## src/rtl/alu_pkg.sv

```systemverilog
// Shared ALU datapath definitions.
// Holds the sequential divider state encoding, the default ALU operand width
// and the quotient pattern returned on a divide-by-zero.
package alu_pkg;

  // Default operand/result width of the ALU datapath.
  localparam int ALU_W = 8;

  // Widest divider that can be built; bounds the divide-by-zero constant.
  localparam int DIV_MAX_W = 16;

  // Quotient reported when the divisor is zero. Users slice the low WIDTH
  // bits, which are all ones for any legal width.
  localparam logic [DIV_MAX_W-1:0] DIV0_QUO = '1;

  // Sequential divider control states.
  typedef enum logic [1:0] {
    ST_IDLE = 2'd0,
    ST_RUN  = 2'd1,
    ST_DONE = 2'd2
  } div_state_e;

endpackage : alu_pkg

```

## src/rtl/div_step.sv

```systemverilog
// div_step: one combinational iteration of an unsigned restoring divider.
// Shifts the next dividend bit (quo MSB) into the partial remainder and
// subtracts the divisor; the subtraction is kept only if it does not borrow.
// Ports:
//   rem_i    - partial remainder before this step
//   quo_i    - partially shifted dividend / quotient register
//   div_i    - divisor
//   rem_o    - partial remainder after this step
//   quo_o    - quotient register after this step (new bit in LSB)
//   borrow_o - 1 when the trial subtraction went negative (restore)
module div_step #(
  parameter int WIDTH = 8
) (
  input  logic [WIDTH-1:0] rem_i,
  input  logic [WIDTH-1:0] quo_i,
  input  logic [WIDTH-1:0] div_i,
  output logic [WIDTH-1:0] rem_o,
  output logic [WIDTH-1:0] quo_o,
  output logic             borrow_o
);

  logic [WIDTH-1:0] shifted;
  logic [WIDTH-1:0] diff;
  logic             carry;

  // Before step k the partial remainder is built from only k-1 dividend
  // bits, so its MSB is always zero and dropping it in the shift loses nothing.
  logic unused_rem_msb;
  assign unused_rem_msb = rem_i[WIDTH-1];

  assign shifted = {rem_i[WIDTH-2:0], quo_i[WIDTH-1]};

  // shifted - div as shifted + ~div + 1; carry out set means no borrow.
  FAdder #(
    .W(WIDTH)
  ) u_sub (
    .a_i   (shifted),
    .b_i   (~div_i),
    .cin_i (1'b1),
    .sum_o (diff),
    .cout_o(carry)
  );

  assign borrow_o = ~carry;
  assign rem_o    = borrow_o ? shifted : diff;
  assign quo_o    = {quo_i[WIDTH-2:0], carry};

endmodule : div_step

```

## src/rtl/fadder.sv

```systemverilog
// FAdder: W-bit binary adder with carry in and carry out.
// Ports:
//   a_i, b_i  - addends
//   cin_i     - carry in
//   sum_o     - W-bit sum
//   cout_o    - carry out of the top bit
module FAdder #(
  parameter int W = 8
) (
  input  logic [W-1:0] a_i,
  input  logic [W-1:0] b_i,
  input  logic         cin_i,
  output logic [W-1:0] sum_o,
  output logic         cout_o
);

  assign {cout_o, sum_o} = {1'b0, a_i} + {1'b0, b_i} + {{W{1'b0}}, cin_i};

endmodule : FAdder

```

## src/rtl/seq_divider.sv

```systemverilog
// seq_divider: multi-cycle unsigned restoring divider for the ALU datapath.
// A start pulse in IDLE or DONE captures first/second; WIDTH iteration edges
// later quotient/remainder are updated and done pulses for one cycle. A zero
// divisor completes on the accepting edge with errorWire set.
// Ports:
//   clk, rst_n  - clock, asynchronous active-low reset
//   start       - operation request, ignored while busy
//   first       - dividend, second - divisor (captured on acceptance)
//   busy        - high while iterating
//   done        - one-cycle completion pulse
//   quotient    - registered quotient, held until the next completion
//   remainder   - registered remainder, held until the next completion
//   errorWire   - divide-by-zero flag, held with the results
module seq_divider
  import alu_pkg::*;
#(
  parameter int WIDTH = ALU_W
) (
  input  logic             clk,
  input  logic             rst_n,
  input  logic             start,
  input  logic [WIDTH-1:0] first,
  input  logic [WIDTH-1:0] second,
  output logic             busy,
  output logic             done,
  output logic [WIDTH-1:0] quotient,
  output logic [WIDTH-1:0] remainder,
  output logic             errorWire
);

  localparam int             CNT_W    = $clog2(WIDTH + 1);
  localparam logic [CNT_W-1:0] LAST_CNT = CNT_W'(WIDTH - 1);

  div_state_e       state_q, state_d;
  logic [CNT_W-1:0] cnt_q, cnt_d;
  logic [WIDTH-1:0] rem_q, rem_d;
  logic [WIDTH-1:0] quo_q, quo_d;
  logic [WIDTH-1:0] div_q, div_d;
  logic [WIDTH-1:0] quotient_q, quotient_d;
  logic [WIDTH-1:0] remainder_q, remainder_d;
  logic             error_q, error_d;

  logic [WIDTH-1:0] step_rem;
  logic [WIDTH-1:0] step_quo;
  logic             unused_step_borrow;

  div_step #(
    .WIDTH(WIDTH)
  ) u_step (
    .rem_i   (rem_q),
    .quo_i   (quo_q),
    .div_i   (div_q),
    .rem_o   (step_rem),
    .quo_o   (step_quo),
    .borrow_o(unused_step_borrow)
  );

  // NOTE: every signal is given its hold value first, so no path through the
  // case leaves one unassigned and no latch is inferred.
  always_comb begin
    state_d     = state_q;
    cnt_d       = cnt_q;
    rem_d       = rem_q;
    quo_d       = quo_q;
    div_d       = div_q;
    quotient_d  = quotient_q;
    remainder_d = remainder_q;
    error_d     = error_q;

    unique case (state_q)
      ST_IDLE, ST_DONE: begin
        if (start) begin
          if (second == '0) begin
            // Divide-by-zero finishes immediately without iterating.
            quotient_d  = DIV0_QUO[WIDTH-1:0];
            remainder_d = first;
            error_d     = 1'b1;
            state_d     = ST_DONE;
          end else begin
            rem_d   = '0;
            quo_d   = first;
            div_d   = second;
            cnt_d   = '0;
            state_d = ST_RUN;
          end
        end else begin
          state_d = ST_IDLE;
        end
      end

      ST_RUN: begin
        rem_d = step_rem;
        quo_d = step_quo;
        cnt_d = cnt_q + 1'b1;
        if (cnt_q == LAST_CNT) begin
          quotient_d  = step_quo;
          remainder_d = step_rem;
          error_d     = 1'b0;
          state_d     = ST_DONE;
        end
      end

      default: state_d = ST_IDLE;
    endcase
  end

  // NOTE: state is updated with non-blocking assignments so every register
  // samples the pre-edge values regardless of statement order.
  always_ff @(posedge clk or negedge rst_n) begin
    if (!rst_n) begin
      state_q     <= ST_IDLE;
      cnt_q       <= '0;
      rem_q       <= '0;
      quo_q       <= '0;
      div_q       <= '0;
      quotient_q  <= '0;
      remainder_q <= '0;
      error_q     <= 1'b0;
    end else begin
      state_q     <= state_d;
      cnt_q       <= cnt_d;
      rem_q       <= rem_d;
      quo_q       <= quo_d;
      div_q       <= div_d;
      quotient_q  <= quotient_d;
      remainder_q <= remainder_d;
      error_q     <= error_d;
    end
  end

  assign busy      = (state_q == ST_RUN);
  assign done      = (state_q == ST_DONE);
  assign quotient  = quotient_q;
  assign remainder = remainder_q;
  assign errorWire = error_q;

endmodule : seq_divider
```

## config.mk

```make
export PLATFORM = sky130hd
export DESIGN_NAME = seq_divider
export DESIGN_NICKNAME = d
export VERILOG_FILES = /design/src/rtl/alu_pkg.sv /design/src/rtl/div_step.sv /design/src/rtl/fadder.sv /design/src/rtl/seq_divider.sv
export SDC_FILE = /design/constraint.sdc
export NUM_CORES = 1
export LEC_CHECK = 0
export BUFFER_PORTS_ARGS = -buffer_cell sky130_fd_sc_hd__buf_2
export CORE_MARGIN = 5
export CORE_UTILIZATION = 25
export CTS_BUF_LIST = sky130_fd_sc_hd__clkbuf_16
export DETAILED_ROUTE_END_ITERATION = 8
export GPL_TIMING_DRIVEN = 0
export PLACE_DENSITY_LB_ADDON = 0.08
export SYNTH_ARGS = -nofsm -noshare
export SYNTH_HDL_FRONTEND = slang
export SYNTH_SLANG_ARGS = --single-unit
```

## constraint.sdc

```tcl
create_clock -name clk -period 2.6 [get_ports clk]
set_clock_uncertainty 0.1 [all_clocks]
set_input_delay 0.26 -clock clk [delete_from_list [all_inputs] [get_ports clk]]
set_output_delay 0.26 -clock clk [all_outputs]
set_load 0.05 [all_outputs]
```

==> metrics.md, run 1 <==
| Metric | Value |
|---|---|
| Status | `completed` |
| Max Fclk | `395.2 MHz` |
| Synth unique cells | `45` |
| Leak pwr | `0.001256 uW` |
| Worst ir drop on vdd | `0.0005018 V` |
| Power, Total | `4308 uW` |
| Root buf cell | `clkbuf_16` |
| Num CTS Buffers | `5` |
| GP Congestion | `0.7142` |
| Synth Instances | `242` |
| Die area | `0.01155 mm^2` |
| Post-synth top cells | `dfrtp_1 (46), nand2_1 (33), o21ai_0 (29)` |
| Final WL | `6.816 mm` |
| Area growth, synth to finish | `26.45%` |
| Setup crit end kind | `flip-flop` |
| DP HPWL | `5.011 mm` |
| Setup violators final | `0` |
| Final nets | `320` |
| CP Launch Type | `flip-flop` |
| Core Area | `0.009240 mm^2` |
| Vias in the first global route | `2,018` |
| Synth top area share | `48.47%` |
| Number of synthesized flops with an enable pin | `0` |
| Req. time, crit path | `2.67 ns` |
| Buffer depth of the longest clock path | `2` |
| Drt wl/cell | `16.19 um` |
| Antenna cells | `0` |
| Critical path peak fanout | `3` |
| Gr ovfl total | `0` |
| Tmin final | `2.530 ns` |
| Final core utilization | `32.50%` |
| Pre-antenna DRT Iters | `4` |
| Count leader, synth | `dfrtp_1` |
| Crit path DAT | `2.60 ns` |
| Hold buffer count at CTS | `0` |
| Slew HR | `30.19%` |
| Vias/cell | `4.527` |
| Crit Path Class | `reg -> reg` |
| RSZ-0062 raised after global routing | `true` |
| Pin count of the biggest net entering global routing | `47` |
| Global-route usage over all layers | `12.37%` |
| Fin Hold WS | `0.05801 ns` |
| Fin. max-slew vios | `0` |
| Pin slew with the least headroom to its limit | `1.047 ns` |
| Cell Rows | `35` |
| Clk sinks | `46` |
| Layout cells sized above 1 | `28.77%` |
| Starting Density | `25.70%` |
| First-pass GRT wire length | `10.89 mm` |
| Max incr delay on CP | `0.42 ns` |
| IO Port Bufs | `37` |
| Synth area leader | `dfrtp_1` |
| Syn nets | `271` |
| Total power per unit cell area | `1435 mW/mm^2` |
| Filler cell count | `978` |
| Later-pin clock latency in the skew report | `0.29 ns` |
| Ys Warns | `0` |
| Hold crit path type | `in -> async` |
| Initial DRC count | `66` |
| Placed inst area | `0.002721 mm^2` |
| Max cap viols | `0` |
| Die extent in x | `107.5 um` |
| IO Pins | `38` |
| Final Cycle Share | `97.31%` |
| Initial antenna violation count | `0` |
| DRC viols | `0` |
| Number of synthesized register bits | `46` |
| Critical Path, Cell by Cell | `inv_1 -> ha_2 -> inv_2 -> fa_2 -> a211oi_4 -> nor2_4 -> o21ai_4 -> mux2i_2 -> nor2_1 -> a221o_1` |
| Top_reg_cell synth | `dfrtp_1` |
| Post-route ant nets | `0` |
| CTS tree | `done` |
| Asr flop ratio synth | `100.0%` |
| H-tree levels | `2` |
| Vias | `1,906` |
| Synth top area cells | `dfrtp_1 (48%), o21ai_0 (6.1%), nand2_1 (5.2%)` |
| Sequential-to-total area share from yosys stat | `48.47%` |
| Hold Vio Cnt, Final | `0` |
| Mean post-synth cell area | `9.813 um^2` |
| Design Area, Final | `0.003003 mm^2` |
| Cell Area, Synth | `0.002375 mm^2` |
| Critical path's slowest cell | `dfrtp_1` |
| Clk slew on worst S/H paths | `0.07 ns` |
| Die Span Y | `107.5 um` |
-- final cells by class --
| cell class | instances | area [um^2] | share of cell area (%) |
|---|---|---|---|
| plain buffers | 9 | 63.81 | 2.125 |
| clock buffers | 5 | 125.1 | 4.167 |
| clock inverters | 3 | 41.29 | 1.375 |
| inverters | 14 | 57.56 | 1.917 |
| multi-input cells | 172 | 1172 | 39.04 |
| flip-flops and latches | 46 | 1151 | 38.33 |
| well taps | 129 | 161.4 | 5.375 |
| repair buffers | 43 | 230.2 | 7.667 |
-- critical path, delay by kind of cell, from the launching register on --
kind            cells  cell delay, ns
mux                 1            0.30
fa+ha+maj           2            0.57
compound gates      3            0.78
simple gates        2            0.13
flops               1            0.42
buf+inv             2            0.12
-- layout by cell type (no fill, tap or decap), types with 2 or more instances in the layout --
master / n
mux2i_1: 8
ha_1: 8
dfrtp_1: 46
buf_4: 6
nor2_1: 17
or3_1: 2
a21oi_1: 9
nand2b_1: 2
xor2_1: 3
nor2_2: 2
o211ai_1: 3
o21ai_0: 28
inv_1: 13
a21o_1: 2
o32ai_1: 2
clkbuf_16: 5
a31oi_1: 2
o22a_2: 8
or2_2: 3
o22ai_1: 5
clkbuf_1: 5
nand2_1: 33
o41ai_1: 3
o21a_1: 2
nor2b_1: 2
or4_4: 2
buf_2: 38
-- what timing repair did --
action | CTS | global route
pin swaps | 3 | 5
resized for setup | 11 | 10
endpoints found under the setup margin | 15 | 9
buffers inserted | 0 | 6
-- final timing paths --
| path | from | endpoint | slack [ns] | cells after the start |
|---|---|---|---|---|
| min in group clk | second[2] | div_q[2] | 0.10 | 3 |
| hold reg to reg | quotient[3] | quotient[3] | 0.39 | 1 |
| setup reg to reg | quo_q[7] | remainder[1] | 0.07 | 10 |
| max in group asynchronous | rst_n | div_q[6] | 1.69 | 1 |
| setup / recovery | quo_q[7] | remainder[1] | 0.07 | 10 |
| hold / removal | rst_n | quotient[3] | 0.06 | 1 |
-- power breakdown --
group / total, uW / switching (uW) / internal (uW)
Sequential: 1180 / 188 / 996
Clock: 728 / 278 / 450
Combinational: 2400 / 1500 / 897
-- per-stage QoR --
step | setup slack (ns) | TNS (ns) | cells
finish | 0.06988 | 0 | 421
global placement | -0.5436 | -4.469 | 408
floorplan | 0.08931 | 0 | 242
global route | -0.06904 | -0.1333 | 421
CTS | 0.02029 | 0 | 415
detailed placement | -0.5612 | -4.847 | 408
-- registers in the layout (all words and copies together), names as in the netlist --
signal,cells
cnt_q,4
div_q,8
errorWire,1
quo_q,8
quotient,8
rem_q,7
remainder,8
state_q,2
-- metal layers --
layer	vias up	GRT usage, %	wire length (um)	share of wire, %
li1	957	-	-	-
met1	916	17.54	3481	51
met3	7	2.759	177	2.6
met4	0	3.246	79	1.2
met5	-	0	0	0
met2	26	19.03	3077	45
-- cell families (layout without fill, tap and decap cells) --
family	Yosys count	count (layout)	share of synthesized area, %
AOI/OAI and AO/OA	76	76	21.18
xor gates and xnor gates	4	4	1.476
adders and majority gates	10	10	5.585
buffers and inverters	24	74	4.742
DFF	46	46	48.47
muxes	10	10	4.268
and+or+nand+nor	72	72	14.28
(Power assumes the default switching activity.)
==> inputs of run 2 (changes only) <==
--- a/config.mk
+++ b/config.mk
@@ -6,7 +6,7 @@
 export NUM_CORES = 1
 export LEC_CHECK = 0
 export BUFFER_PORTS_ARGS = -buffer_cell sky130_fd_sc_hd__buf_2
-export CORE_MARGIN = 5
+export CORE_MARGIN = 2
 export CORE_UTILIZATION = 25
 export CTS_BUF_LIST = sky130_fd_sc_hd__clkbuf_16
 export DETAILED_ROUTE_END_ITERATION = 8
==> run 2 against run 1 <==
Net effect: fmax decreased by 0.29%; sequential cell count stayed put; final cell count down 0.48%; final area grew 0.37%; hold slack better by 0.015 ns; sequential power barely moved; non-clock buffer count fell by 2; largest cell class unchanged.
==> metrics.md, run 2 (synthesis results as in run 1) <==
| Metric | Value |
|---|---|
| Global-route usage over all layers | `13.79% (+1.4 points)` |
| Hold Vio Cnt, Final | `0 (unchanged)` |
| Max cap viols | `0 (unchanged)` |
| Critical path peak fanout | `3 (unchanged)` |
| Pre-antenna DRT Iters | `4 (unchanged)` |
| Area growth, synth to finish | `26.92%` |
| Leak pwr | `0.001263 uW (+0.58%)` |
| Filler cell count | `972 (-0.61%)` |
| First-pass GRT wire length | `10.67 mm (-2.0%)` |
| Clk sinks | `46 (unchanged)` |
| Pin count of the biggest net entering global routing | `47 (unchanged)` |
| Cell Rows | `35 (unchanged)` |
| Antenna cells | `0 (unchanged)` |
| Vias | `1,962 (+2.9%)` |
| CTS tree | `done` |
| Max incr delay on CP | `0.42 ns (about the same)` |
| IO Pins | `38 (unchanged)` |
| RSZ-0062 raised after global routing | `true` |
| GP Congestion | `0.7350 (+2.9%)` |
| Buffer depth of the longest clock path | `2 (unchanged)` |
| Fin Hold WS | `0.07309 ns (+0.01508 ns)` |
| Fin. max-slew vios | `0 (unchanged)` |
| Hold buffer count at CTS | `0 (unchanged)` |
| Slew HR | `27.14% (-3.1 points)` |
| Hold crit path type | `in -> async` |
| CP Launch Type | `flip-flop` |
| H-tree levels | `2 (unchanged)` |
| Sequential cell area | `0.001151 mm^2 (unchanged)` |
| Clk slew on worst S/H paths | `0.07 ns (about the same)` |
| Initial antenna violation count | `0 (unchanged)` |
| Post-route ant nets | `0 (unchanged)` |
| Root buf cell | `clkbuf_16` |
| Most frequent cells in the layout | `dfrtp_1 (46), buf_2 (38), nand2_1 (33), o21ai_0 (28), nor2_1 (17)` |
| DP HPWL | `4.869 mm (-2.8%)` |
| Multi-input logic area | `0.001159 mm^2 (-1.2%)` |
| Die area | `0.01030 mm^2 (-11%)` |
| Crit path DAT | `2.61 ns (about the same)` |
| Critical path's slowest cell | `dfrtp_1` |
| Vias in the first global route | `1,870 (-7.3%)` |
| Max Fclk | `394.1 MHz (-0.29%)` |
| Die Span Y | `101.5 um (-5.6%)` |
| Final WL | `6.870 mm (+0.79%)` |
| Final nets | `318 (-0.63%)` |
| Status | `completed` |
| R2R cell count | `10 (unchanged)` |
| Commonest non-fill, non-tap cell in the layout | `dfrtp_1` |
| Layout cells sized above 1 | `27.59% (-1.2 points)` |
| Die extent in x | `101.5 um (-5.6%)` |
| Worst ir drop on vdd | `0.0005990 V (+19%)` |
| Crit Path Class | `reg -> reg` |
| Later-pin clock latency in the skew report | `0.29 ns (about the same)` |
| Num CTS Buffers | `5 (unchanged)` |
| IO Port Bufs | `37 (unchanged)` |
| Drt wl/cell | `16.40 um (+1.3%)` |
| Starting Density | `25.70% (unchanged)` |
| Setup crit end kind | `flip-flop` |
| DRC viols | `0 (unchanged)` |
| Initial DRC count | `77 (+17%)` |
| Non-filler cells, final | `419 (-0.48%)` |
| Pin slew with the least headroom to its limit | `1.093 ns (+0.04584 ns)` |
| Final Cycle Share | `97.60% (+0.29 points)` |
| Setup violators final | `0 (unchanged)` |
| Core Area | `0.009240 mm^2 (unchanged)` |
| Critical Path, Cell by Cell | `inv_1 -> ha_2 -> inv_2 -> fa_2 -> a211oi_4 -> nor2_2 -> o21ai_4 -> mux2i_2 -> nor2_1 -> a221o_1` |
| Total power per unit cell area | `1460 mW/mm^2 (+1.7%)` |
| Req. time, crit path | `2.67 ns (about the same)` |
| Vias/cell | `4.683 (+3.4%)` |
| Tmin final | `2.538 ns (+0.007421 ns)` |
| Gr ovfl total | `0 (unchanged)` |
| Placed insts | `408 (unchanged)` |
## run 2: changes by cell type in the layout (fill, tap and decap cells not counted), sizes merged
cell      previous run  this run
bufinv               1         2
buf                 46        43
clkinv               0         1
inv                 15        14
clkbuf              11        12
clkinvlp             1         0
## run 2: where the power goes
part | total [uW] | leakage (uW) | switching [uW] | internal, uW
logic | 2380 | 0.000631 | 1480 | 903
registers | 1180 | 0.000541 | 188 | 996
clock network | 833 | 0.0000915 | 285 | 548
total | 4400 | 0.00126 | 1950 | 2450
## run 2: area by class of cell
class                      instances  area share (%)
timing repair buffer              41           7.721
buffer                             9           2.117
tap                              129           5.355
clock inverter                     3           2.117
multi-input combinational        172           38.44
inverter                          14           1.910
sequential                        46           38.19
clock buffer                       5           4.151
## run 2: layer usage
layer  global-route usage (%)  routed length [um]
met1                    21.10                3522
met2                    19.87                3026
met3                    2.692                 273
met4                    3.430                  47
met5                        0                   0
## run 2: critical path, delay by kind of cell (launching register included)
kind	cells	cell delay (ns)
AOI/OAI and AO/OA	3	0.78
adders and majority gates	2	0.58
DFF	1	0.42
muxes	1	0.29
and+or+nand+nor	2	0.15
buffers and inverters	2	0.11
## run 2: what timing repair did
action,in CTS,in global routing
resized for setup,12,6
setup endpoints to repair,15,4
pin swaps,2,4
cloned,0,1
hold endpoints to repair,0,0
buffers inserted,0,3
## run 2: path summary, 6_finish.rpt
| kind | endpoint | from | slack, ns |
|---|---|---|---|
| max in group asynchronous | rem_q[4] | rst_n | 1.64 |
| min in group clk | div_q[2] | second[2] | 0.10 |
| hold / removal | quotient[2] | rst_n | 0.07 |
| setup reg to reg | remainder[1] | quo_q[7] | 0.06 |
| hold reg to reg | quotient[3] | quotient[3] | 0.39 |
| setup / recovery | remainder[1] | quo_q[7] | 0.06 |
## run 2: metrics by stage
step	util (%)	total power (uW)	setup TNS (ns)	instance area (um^2)	worst slack (ns)
after floorplan	-	2721	0	2375	0.08931
after global placement	29.45	3302	-4.460	2721	-0.5247
after detailed placement	29.45	3308	-4.156	2721	-0.5036
after CTS	31.88	4260	0	2945	0.06883
after global routing	32.62	4732	-0.09252	3014	-0.04935
final	32.62	4399	0	3014	0.06246
==> inputs of run 3 (changes only) <==
--- a/config.mk
+++ b/config.mk
@@ -8,7 +8,6 @@
 export BUFFER_PORTS_ARGS = -buffer_cell sky130_fd_sc_hd__buf_2
 export CORE_MARGIN = 2
 export CORE_UTILIZATION = 25
-export CTS_BUF_LIST = sky130_fd_sc_hd__clkbuf_16
 export DETAILED_ROUTE_END_ITERATION = 8
 export GPL_TIMING_DRIVEN = 0
 export PLACE_DENSITY_LB_ADDON = 0.08
==> run 3 against run 2 <==
Net effect: clock power decreased by 19%; wire length decreased by 0.54%; count of clock-buffer cells in the layout increased by 1; critical endpoint unchanged; sequential cell count unchanged; largest power group unchanged; largest cell class unchanged.
==> metrics.md, run 3 (synthesis results as in run 1) <==
| Metric | Value |
|---|---|
| Buffer depth of the longest clock path | `2 (unchanged)` |
| Global-route usage over all layers | `13.68% (-0.11 points)` |
| DRC viols | `0 (unchanged)` |
| Internal | `2307 uW (-5.7%)` |
| Drt wl/cell | `16.31 um (-0.54%)` |
| DP HPWL | `4.869 mm (unchanged)` |
| Cell Rows | `35 (unchanged)` |
| Leak pwr | `0.001243 uW (-1.6%)` |
| Crit path DAT | `2.64 ns (+0.03 ns)` |
| Setup violators final | `0 (unchanged)` |
| Root buf cell | `clkbuf_8` |
| Max cap viols | `0 (unchanged)` |
| Commonest non-fill, non-tap cell in the layout | `dfrtp_1` |
| Crit Path Class | `reg -> reg` |
| Post-route setup TNS | `0 ns (unchanged)` |
| Status | `completed` |
| First-pass GRT wire length | `10.60 mm (-0.71%)` |
| Initial DRC count | `68 (-12%)` |
| Final WL | `6.833 mm (-0.54%)` |
| Critical path peak fanout | `3 (unchanged)` |
| Pre-antenna DRT Iters | `4 (unchanged)` |
| Final Cycle Share | `97.79% (+0.19 points)` |
| CP Launch Type | `flip-flop` |
| Setup crit end kind | `flip-flop` |
| Gr ovfl total | `0 (unchanged)` |
| Hold Vio Cnt, Final | `0 (unchanged)` |
| Final setup margin | `0.05747 ns (-0.004988 ns)` |
| Design Area, Final | `0.002968 mm^2 (-1.5%)` |
| H-tree levels | `2 (unchanged)` |
| Pin slew with the least headroom to its limit | `1.094 ns (+0.0007183 ns)` |
| Max Fclk | `393.3 MHz (-0.20%)` |
| Area growth, synth to finish | `24.97%` |
| Die Span Y | `101.5 um (unchanged)` |
| Final core utilization | `32.12% (-0.50 points)` |
| NetSw | `1936 uW (-0.87%)` |
| Post-route ant nets | `0 (unchanged)` |
| Num CTS Buffers | `5 (unchanged)` |
| Clk slew on worst S/H paths | `0.09 ns (+0.02 ns)` |
| Final nets | `318 (unchanged)` |
| Clock share of power | `16.0% (-2.9 points)` |
| Logic pwr share | `56.2% (+2.0 points)` |
| IO Port Bufs | `37 (unchanged)` |
| Total power per unit cell area | `1430 mW/mm^2 (-2.0%)` |
| Vias/cell | `4.690 (+0.15%)` |
| Vias in the first global route | `1,863 (-0.37%)` |
| Tmin final | `2.543 ns (+0.004988 ns)` |
| Vias | `1,965 (+0.15%)` |
| Pin count of the biggest net entering global routing | `47 (unchanged)` |
| Hold crit path type | `in -> async` |
| Fin. max-slew vios | `0 (unchanged)` |
| RSZ-0062 raised after global routing | `true` |
| Most frequent cells in the layout | `dfrtp_1 (46), buf_2 (38), nand2_1 (33), o21ai_0 (28), nor2_1 (17)` |
| Slew HR | `27.09% (-0.048 points)` |
| Filler cell count | `978 (+0.62%)` |
| Later-pin clock latency in the skew report | `0.31 ns (+0.02 ns)` |
| Sequential power share | `27.8% (+0.9 points)` |
| Placed inst area | `0.002721 mm^2 (unchanged)` |
| Die extent in x | `101.5 um (unchanged)` |
| Initial antenna violation count | `0 (unchanged)` |
| Layout cells sized above 1 | `27.93% (+0.34 points)` |
| Sw Share | `45.62% (+1.2 points)` |
| Die area | `0.01030 mm^2 (unchanged)` |
| IO Pins | `38 (unchanged)` |
| CTS tree | `done` |
| Antenna cells | `0 (unchanged)` |
| Starting Density | `25.70% (unchanged)` |
| Core Area | `0.009240 mm^2 (unchanged)` |
| Clk sinks | `46 (unchanged)` |
| Worst ir drop on vdd | `0.0005307 V (-11%)` |
| GP Congestion | `0.7350 (unchanged)` |
| Setup WS pre-CTS | `-0.5036 ns (unchanged)` |
| Req. time, crit path | `2.70 ns (+0.03 ns)` |
## run 3: changes by cell type in the layout (fill, tap and decap cells not counted)
cell	change
clkbuf_8	+6
clkbuf_16	-5
clkinv_1	-1
## run 3: area by class of cell
cell class	count	area (um^2)	share of cell area, %
inverters	14	57.56	1.939
clock inverters	2	60.06	2.024
flip-flops and latches	46	1151	38.79
repair buffers	41	232.7	7.841
multi-input cells	172	1159	39.04
clock buffers	6	82.58	2.782
well taps	129	161.4	5.438
plain buffers	9	63.81	2.150
## run 3: what timing repair did
action | in CTS | in global routing
resized for setup | 12 | 6
cloned | 0 | 1
pin swaps | 2 | 4
setup endpoints to repair | 15 | 5
setup buffers | 0 | 3
hold buffers | 0 | 0
## run 3: layer usage
layer	vias to the layer above	share of wire (%)	global-route usage (%)
met4	0	0.80	3.119
met3	4	3.3	2.692
met1	966	52	21.03
li1	954	-	-
met2	41	44	19.71
met5	-	0	0
## run 3: worst paths after layout
| kind | endpoint | cells after the start | from | slack, ns |
|---|---|---|---|---|
| hold / removal | quotient[2] | 1 | rst_n | 0.05 |
| hold reg to reg | quotient[3] | 1 | quotient[3] | 0.39 |
| setup reg to reg | remainder[1] | 10 | quo_q[7] | 0.06 |
| min in group clk | div_q[2] | 3 | second[2] | 0.08 |
| setup / recovery | remainder[1] | 10 | quo_q[7] | 0.06 |
| max in group asynchronous | rem_q[4] | 1 | rst_n | 1.66 |
## run 3: critical path, cell delays in order (launching register included)
cell and delay [ns]:
dfrtp_1 0.43, inv_1 0.07, ha_2 0.19, inv_2 0.04, fa_2 0.39, a211oi_4 0.27
nor2_2 0.09, o21ai_4 0.23, mux2i_2 0.29, nor2_1 0.06, a221o_1 0.27
## run 3: stage by stage
step           total power, uW  hold slack [ns]  instances
2_1_floorplan             2721          -0.1356        242
3_3_place_gp              3302           0.3694        408
3_5_place_dp              3308           0.3714        408
4_1_cts                   4100          0.06852        415
5_1_grt                   4565          0.07969        419
6_report                  4243          0.05457        419
## run 3: power by group through the flow
stage          clock, uW  combinational [uW]  sequential [uW]
6_report             678                2380             1180
5_1_grt              726                2620             1220
4_1_cts              698                2220             1180
3_5_place_dp           0                2110             1190
3_3_place_gp           0                2110             1200
2_1_floorplan          0                1310             1410
